$ cat src/rtl/seg_pkg.sv
// Shared constants, state encoding and the BCD-to-segment lookup for the
// multiplexed 7-segment scan driver. All segment values are active-low.
package seg_pkg;

    localparam int MAX_DIGITS = 8;

    // All segments dark.
    localparam logic [6:0] SEG_BLANK = 7'h7F;

    // All anodes off; callers take the low N_DIGITS bits.
    localparam logic [MAX_DIGITS-1:0] AN_OFF = '1;

    typedef enum logic {
        S_GUARD = 1'b0,
        S_SHOW  = 1'b1
    } scan_state_e;

    // Segment order is {g,f,e,d,c,b,a}; non-decimal codes show nothing.
    function automatic logic [6:0] seg_decode(input logic [3:0] bcd);
        logic [6:0] seg;
        case (bcd)
            4'd0:    seg = 7'h40;
            4'd1:    seg = 7'h79;
            4'd2:    seg = 7'h24;
            4'd3:    seg = 7'h30;
            4'd4:    seg = 7'h19;
            4'd5:    seg = 7'h12;
            4'd6:    seg = 7'h02;
            4'd7:    seg = 7'h78;
            4'd8:    seg = 7'h00;
            4'd9:    seg = 7'h10;
            default: seg = SEG_BLANK;
        endcase
        return seg;
    endfunction

endpackage

$ cat src/rtl/seg_scan_driver_bcd_to_seg.sv
// Combinational BCD digit decoder with a blank override.
module bcd_to_seg
    import seg_pkg::*;
(
    input  logic [3:0] bcd_i,
    input  logic       blank_i,
    output logic [6:0] seg_o
);

    // Blank wins over the decoded pattern.
    always_comb begin
        seg_o = blank_i ? SEG_BLANK : seg_decode(bcd_i);
    end

endmodule

$ cat src/rtl/seg_scan_driver.sv
// Multiplexed common-anode 7-segment scan driver. A prescaler walks each digit
// slot through an anode-off guard interval and a lit interval; all digits of a
// frame come from one snapshot taken at the frame start.
module seg_scan_driver
    import seg_pkg::*;
#(
    parameter int N_DIGITS   = 4,
    parameter int SCAN_DIV   = 50000,
    parameter int GUARD_CYC  = 500,
    parameter bit BLANK_LEAD = 1'b1
) (
    input  logic                  clk_i,
    input  logic                  clr_n_i,
    input  logic                  en_i,
    input  logic                  hold_i,
    input  logic [4*N_DIGITS-1:0] digits_i,
    input  logic [N_DIGITS-1:0]   dp_mask_i,
    output logic [N_DIGITS-1:0]   an_o,
    output logic [6:0]            seg_o,
    output logic                  dp_o,
    output logic                  frame_o
);

    localparam int CNT_W = (SCAN_DIV > 1) ? $clog2(SCAN_DIV) : 1;
    localparam int IDX_W = (N_DIGITS > 1) ? $clog2(N_DIGITS) : 1;
    localparam logic [CNT_W-1:0] CNT_LAST = CNT_W'(SCAN_DIV - 1);
    localparam logic [IDX_W-1:0] IDX_LAST = IDX_W'(N_DIGITS - 1);

    logic [CNT_W-1:0]         cnt_q, cnt_d;
    logic [IDX_W-1:0]         idx_q, idx_d;
    scan_state_e              state_q, state_d;
    logic [N_DIGITS-1:0][3:0] snap_q;
    logic [N_DIGITS-1:0]      dp_snap_q;
    logic                     frame_q;
    logic [N_DIGITS-1:0]      an_q, an_d;
    logic [6:0]               seg_q, seg_d;
    logic                     dp_q, dp_d;
    logic                     snap_take;
    logic [N_DIGITS-1:0]      lead_blank;
    logic [6:0]               dec_seg;

    // Prescaler: slot counter and digit index; disabled display parks at frame start.
    always_comb begin
        // NOTE: every comb output gets a default first so no path leaves it unassigned (no latch).
        cnt_d = cnt_q;
        idx_d = idx_q;
        if (!en_i) begin
            cnt_d = '0;
            idx_d = '0;
        end else if (cnt_q == CNT_LAST) begin
            cnt_d = '0;
            idx_d = (idx_q == IDX_LAST) ? '0 : idx_q + 1'b1;
        end else begin
            cnt_d = cnt_q + 1'b1;
        end
    end

    // Next state: the slot phase follows the counter value it will hold.
    always_comb begin
        state_d = (int'(cnt_d) < GUARD_CYC) ? S_GUARD : S_SHOW;
    end

    // State register together with the prescaler it tracks.
    always_ff @(posedge clk_i or negedge clr_n_i) begin
        if (!clr_n_i) begin
            cnt_q   <= '0;
            idx_q   <= '0;
            state_q <= (GUARD_CYC > 0) ? S_GUARD : S_SHOW;
        end else begin
            // NOTE: sequential state uses non-blocking assignment so all flops update together.
            cnt_q   <= cnt_d;
            idx_q   <= idx_d;
            state_q <= state_d;
        end
    end

    // A frame starts on the first enabled cycle at slot 0 of digit 0.
    assign snap_take = en_i && (cnt_q == '0) && (idx_q == '0) && !hold_i;

    // Snapshot of digits and decimal points, plus the frame pulse.
    always_ff @(posedge clk_i or negedge clr_n_i) begin
        if (!clr_n_i) begin
            // NOTE: the snapshot is a handful of flops, not a RAM, so it is reset like any register.
            snap_q    <= '0;
            dp_snap_q <= '0;
            frame_q   <= 1'b0;
        end else begin
            frame_q <= snap_take;
            if (snap_take) begin
                snap_q    <= digits_i;
                dp_snap_q <= dp_mask_i;
            end
        end
    end

    // Leading-zero mask: digit i>0 blanks when it and every higher digit are zero.
    always_comb begin
        logic all_zero;
        all_zero   = 1'b1;
        lead_blank = '0;
        for (int i = N_DIGITS - 1; i >= 1; i--) begin
            all_zero      = all_zero && (snap_q[i] == 4'd0);
            lead_blank[i] = all_zero && BLANK_LEAD;
        end
    end

    bcd_to_seg u_dec (
        .bcd_i   (snap_q[idx_q]),
        .blank_i (lead_blank[idx_q]),
        .seg_o   (dec_seg)
    );

    // Output decode: dark in guard or when disabled, otherwise light the current digit.
    always_comb begin
        an_d  = AN_OFF[N_DIGITS-1:0];
        seg_d = SEG_BLANK;
        dp_d  = 1'b1;
        if (en_i && state_q == S_SHOW) begin
            an_d[idx_q] = 1'b0;
            seg_d       = dec_seg;
            dp_d        = ~dp_snap_q[idx_q];
        end
    end

    // Registered drive of the display pins.
    always_ff @(posedge clk_i or negedge clr_n_i) begin
        if (!clr_n_i) begin
            an_q  <= AN_OFF[N_DIGITS-1:0];
            seg_q <= SEG_BLANK;
            dp_q  <= 1'b1;
        end else begin
            an_q  <= an_d;
            seg_q <= seg_d;
            dp_q  <= dp_d;
        end
    end

    assign an_o    = an_q;
    assign seg_o   = seg_q;
    assign dp_o    = dp_q;
    assign frame_o = frame_q;

endmodule

$ cat config.mk
export PLATFORM = sky130hd
export DESIGN_NAME = seg_scan_driver
export DESIGN_NICKNAME = d
export VERILOG_FILES = /design/src/rtl/seg_pkg.sv /design/src/rtl/seg_scan_driver_bcd_to_seg.sv /design/src/rtl/seg_scan_driver.sv
export SDC_FILE = /design/constraint.sdc
export NUM_CORES = 1
export LEC_CHECK = 0
export ABC_CLOCK_PERIOD_IN_PS = 2900
export BUFFER_PORTS_ARGS = -buffer_cell sky130_fd_sc_hd__buf_2
export CAP_MARGIN = 20
export CORE_MARGIN = 5
export CORE_UTILIZATION = 57
export CTS_CLUSTER_DIAMETER = 80
export DETAILED_ROUTE_END_ITERATION = 16
export PLACE_DENSITY = 0.79
export SLEW_MARGIN = 20
export SYNTH_ARGS = -nofsm -noshare
export SYNTH_HDL_FRONTEND = slang
export SYNTH_SLANG_ARGS = --single-unit
$ cat constraint.sdc
create_clock -name clk_i -period 2.9 [get_ports clk_i]
set_input_delay 0.435 -clock clk_i [delete_from_list [all_inputs] [get_ports clk_i]]
set_output_delay 0.435 -clock clk_i [all_outputs]
set_load 0.02 [all_outputs]
# After elaboration in Yosys (flattened, before gate mapping)
# Memory sizes are Yosys's and may differ from the RTL's.
# Cells that the tools add are included.
# W data, S select, Z words.
# classes
n_bitwise,2
n_reduce_logical,13
n_eq_ne,3
add_sub_neg,2
mux,18
n_lt_le_gt_ge,3
# ops
cell,n
$mux W16,2
$add A16 B1 Y16 const B,1
$eq A16 B16 Y1 const B,1
$logic_not A16 Y1,1
$lt A16 B9 Y1 const B,1
$mux W7,2
$logic_not A4 Y1,3
$bmux W4 S2,1
$mux W4,2
$logic_and A1 B1 Y1,7
$mux W2,3
$mux W1,5
$bmux W1 S2,2
$not A4 Y4,1
$lt A2 B3 Y1 const B,1
$add A2 B1 Y2 const B,1
$demux W1 S2,1
$eq A2 B2 Y1 const B,1
$ge A2 B1 Y1 const B,1
$logic_not A2 Y1,1
$ne A2 B1 Y1 const B,1
$logic_not A1 Y1,1
$not A1 Y1,1
# totals
input_bits,24
memories,1
rom_bits,112
register_bits,52
# memory_table
memory,words,word_bits,read_ports,rd_clocked_by_memory_dff,wr,line,source
(no name shown),16,7,1,0,0,seg_pkg.sv:21,case (bcd)

# Depth between registers and ports, before layout
# depth
word_depth,7
depth_mapped,8
ltp_nobuf,6

# By module
# A second synthesis with hierarchy kept.
# unflattened
cells_unflattened,246
area_unflattened_um2,2733.9
# modules_own_cells
module,cells_per_inst,n_inst,seq_area_each_um2,area_per_inst_um2
seg_scan_driver,213,1,1316.3,2498.6
bcd_to_seg,33,1,0.0,235.2

# Least setup slack after synthesis
# Ideal clock, no wire load.
# synth_timing
kind,register to register
from,reg idx_q[0]
to,reg dp_snap_q[0]
path_stages_with_launch,9
setup_ns,0.125
n_path_buf,2
setup_slack_ns,0.879
t_arrival_ns,1.896
path_cell_list,dfrtp_1 buf_2 inv_1 ha_1 nor4bb_1 nand2_1 nor3_1 buf_2 mux2_2
# synth_between
elab_chain_cells,3
# synth_rtl
item,line,source
start: declaration,seg_scan_driver.sv:30,"logic [IDX_W-1:0] idx_q, idx_d;"
start signal: assignment,seg_scan_driver.sv:72,idx_q <= idx_d;
$logic_not A2 Y1,seg_scan_driver.sv:78,assign snap_take = en_i && (cnt_q == '0) && (idx_q == '0) && !hold_i;
$logic_and A1 B1 Y1 (2 in series),seg_scan_driver.sv:78,
end signal: assignment,seg_scan_driver.sv:91,dp_snap_q <= dp_mask_i;
end: declaration,seg_scan_driver.sv:33,logic [N_DIGITS-1:0] dp_snap_q;
# No other way between the ends.
# A chain may end at the register's enable or synchronous reset.

# Worst setup path after layout
# Ends and elaborated chain as after synthesis.

==> metrics <==
Adder-Cell Fraction of Synth Area 5.13%; number of synthesized flops with an enable pin 0; DR WL/cell 15.2 um; top cells by count, synth dfrtp_1, nor2_1, mux2_2, nand2_1, xnor2_1; Final ANT Viol Nets 0; CTS root buf clkbuf_8; Net Sw Frac about 27%; Mapped Nets about 280; width of the die approximately 79 um; Avg Cell Area, Syn 11.1 um^2; Hold Violations, Final 0; kind of critical path reg -> reg; top cell type's share of synthesized area between 30% and 40%; Num Clock Sinks 52; Mapped Cells approximately 240; max_slew headroom a little under two fifths; FF+latch area 0.00132 mm^2; Yosys warning count 0; IO buf count 36; vias in the first global route roughly 1,800; Critical Path Fanout Max 20; I/O Pins 37; Inst Count DP 317; initial antenna violation count 0; part of the cycle the worst path needs 75.7%; Max Clock Skew between 10 and 15 ps; P_sw around 430 uW; xor/xnor share of the synthesized area 5.87%; CP Data Required Time approximately 3000 ps; NumNets Final approximately 310; num rows 25; leakage power between 0.001 and 0.0015 uW; 1st-iter DRT viols between 100 and 150; post-detail-place hpwl roughly 3.7 mm; initial core utilization a little under three fifths; Slew Limit Fails 0; post-CTS setup buffer count 0; total CTS buffers 5; Sequential Power Share approximately 56%; PD cells about 520 mW/mm^2; layout cells sized above 1 31.7%; max_cap viols 0; clk_lat worst skew about 300 ps; synth top area cells dfrtp_1, dfstp_2, mux2_2; pin count of the biggest net entering global routing 43; largest family of logic cells by synthesized area simple AND/OR/NAND/NOR gates; synthesized flop and latch total 52; first-pass GRT wire length 8.58 mm; CP arrival 2380 ps; DRT Wirelength 4.93 mm; most common cell in the netlist dfrtp_1; status completed; VDD IR max between 200 and 300 uV; CTS Buffer Depth 2; Non-Filler Instances between 300 and 400; DRT Pass-1 Iters 4; post-synthesis mux area share between 10% and 20%; Core ar. ~0.0047 mm^2; Post-CTS Hold Buffers 0; Post-CTS Resized 0; H-tree Lvls 2; drt drc 0; die area 0.00618 mm^2; Synth Area in Simple Gates 16.3%; Synth Area in Compound Gates around 5.5%; fillers 380; Comb pwr share between 10% and 20%; Most used DFF post-synth dfrtp_1; Worst Setup Start Kind flip-flop; largest area contributor in the netlist dfrtp_1; Multi-input gate area between 0.001 and 0.0015 mm^2; Final Setup Violations 0; synth-to-layout area growth 10.5%; Pint 1130 uW; Least-Margin Pin Slew roughly 930 ps; crit path time final 2200 ps; clock slew at reported path FFs 100 ps; RePlAce Congestion a little under 0.9; CTS tree done; async set or reset register ratio after synthesis 100%; Max Fclk around 460 MHz; RSZ-0062 raised after global routing no; Via density about 5.7; die span in y about 79 um; part of the Yosys area used for sequential elements between 40% and 50%; GR Overflow Total 0; worst hold-check path type in -> async; mapped cell area approximately 0.0027 mm^2; Yosys cell types 45; Antenna Cells 0; routed vias 1,846; Total GRT Usage 17.5%; total negative slack 0 ps; crit end category flip-flop; Clock Power Share a little over a quarter
==> registers in the layout, indices dropped and copies added, names as in the netlist <==
name / flops
dp_snap_q: 4
state_q: 1
snap_q: 16
an_o: 4
cnt_q: 16
dp_o: 1
idx_q: 2
frame_o: 1
seg_o: 7
==> final cells by class <==
class,count,area share (%)
sequential,52,44.4
multi-input combinational,164,42.6
timing repair buffer,38,6.58
clock buffer,6,2.45
tap,54,2.28
inverter,9,1.14
clock inverter,2,0.549
==> path summary, 6_finish.rpt <==
| kind | startpoint | end | slack, ps | cells past startpoint |
|---|---|---|---|---|
| max | idx_q[0] | dp_snap_q[0] | 700 | 7 |
| min reg2reg | snap_q[0] | snap_q[0] | 530 | 1 |
| max reg2reg | idx_q[0] | dp_snap_q[0] | 700 | 7 |
| min in group clk_i | digits_i[15] | snap_q[15] | 360 | 2 |
| min | clr_n_i | cnt_q[9] | 270 | 1 |
| max in group asynchronous | clr_n_i | an_o[3] | 1850 | 2 |
==> routing by layer <==
metal / track usage (%) / vias to the layer above / part of all wire (%)
li1: - / 896 / -
met1: 26.2 / 890 / 46
met2: 26.1 / 58 / 47
met3: 3.78 / 2 / 6.1
met4: 4.20 / 0 / 0.73
met5: 0 / - / 0
==> power by group through the flow <==
stage,Combinational [uW],Clock (uW),Sequential [uW]
2_1_floorplan,219,0,859
3_3_place_gp,270,0,882
3_5_place_dp,281,0,888
4_1_cts,281,418,874
5_1_grt,317,447,884
6_report,278,405,874
==> kinds of logic (layout without fill, tap and decap cells) <==
logic type | Yosys count | count (layout)
flip-flops | 52 | 52
AND/OR/NAND/NOR | 85 | 85
AO/OA/AOI/OAI | 21 | 21
adder cells (fa/ha/maj) | 11 | 11
multiplexers | 29 | 29
XOR/XNOR | 18 | 18
buffers and inverters | 25 | 55
==> worst max-delay path: stages (launching register included) <==
cell and delay (ps):
dfrtp_1 550, inv_1 150, ha_1 170, nor4bb_1 260
nand2_1 120, nor3_2 170, buf_4 290, mux2_2 370
==> layout by cell type, fill, tap and decap left out, types with 4 or more instances in the layout <==
cell	count
dfrtp_1	40
buf_2	36
nor2_1	20
nand2_1	19
mux2_2	19
xnor2_1	13
dfstp_2	12
ha_1	11
inv_1	9
nor3_1	7
o21ai_0	7
nand3_1	6
nand4_1	6
nor4_1	5
xor2_1	5
mux4_2	5
clkbuf_8	5
and3_1	4
and2_1	4
mux2i_1	4
==> per-stage QoR <==
step,instance area (um^2),util (%),total power (uW),hold slack (ps),worst slack [ps]
2_1_floorplan,2680,-,1080,139,879
3_3_place_gp,2880,61.7,1150,492,735
3_5_place_dp,2880,61.7,1170,501,699
4_1_cts,2970,63.6,1570,291,663
5_1_grt,2970,63.6,1650,343,459
6_report,2970,63.6,1560,272,704
Note: power is estimated with default switching activity, not from simulation.
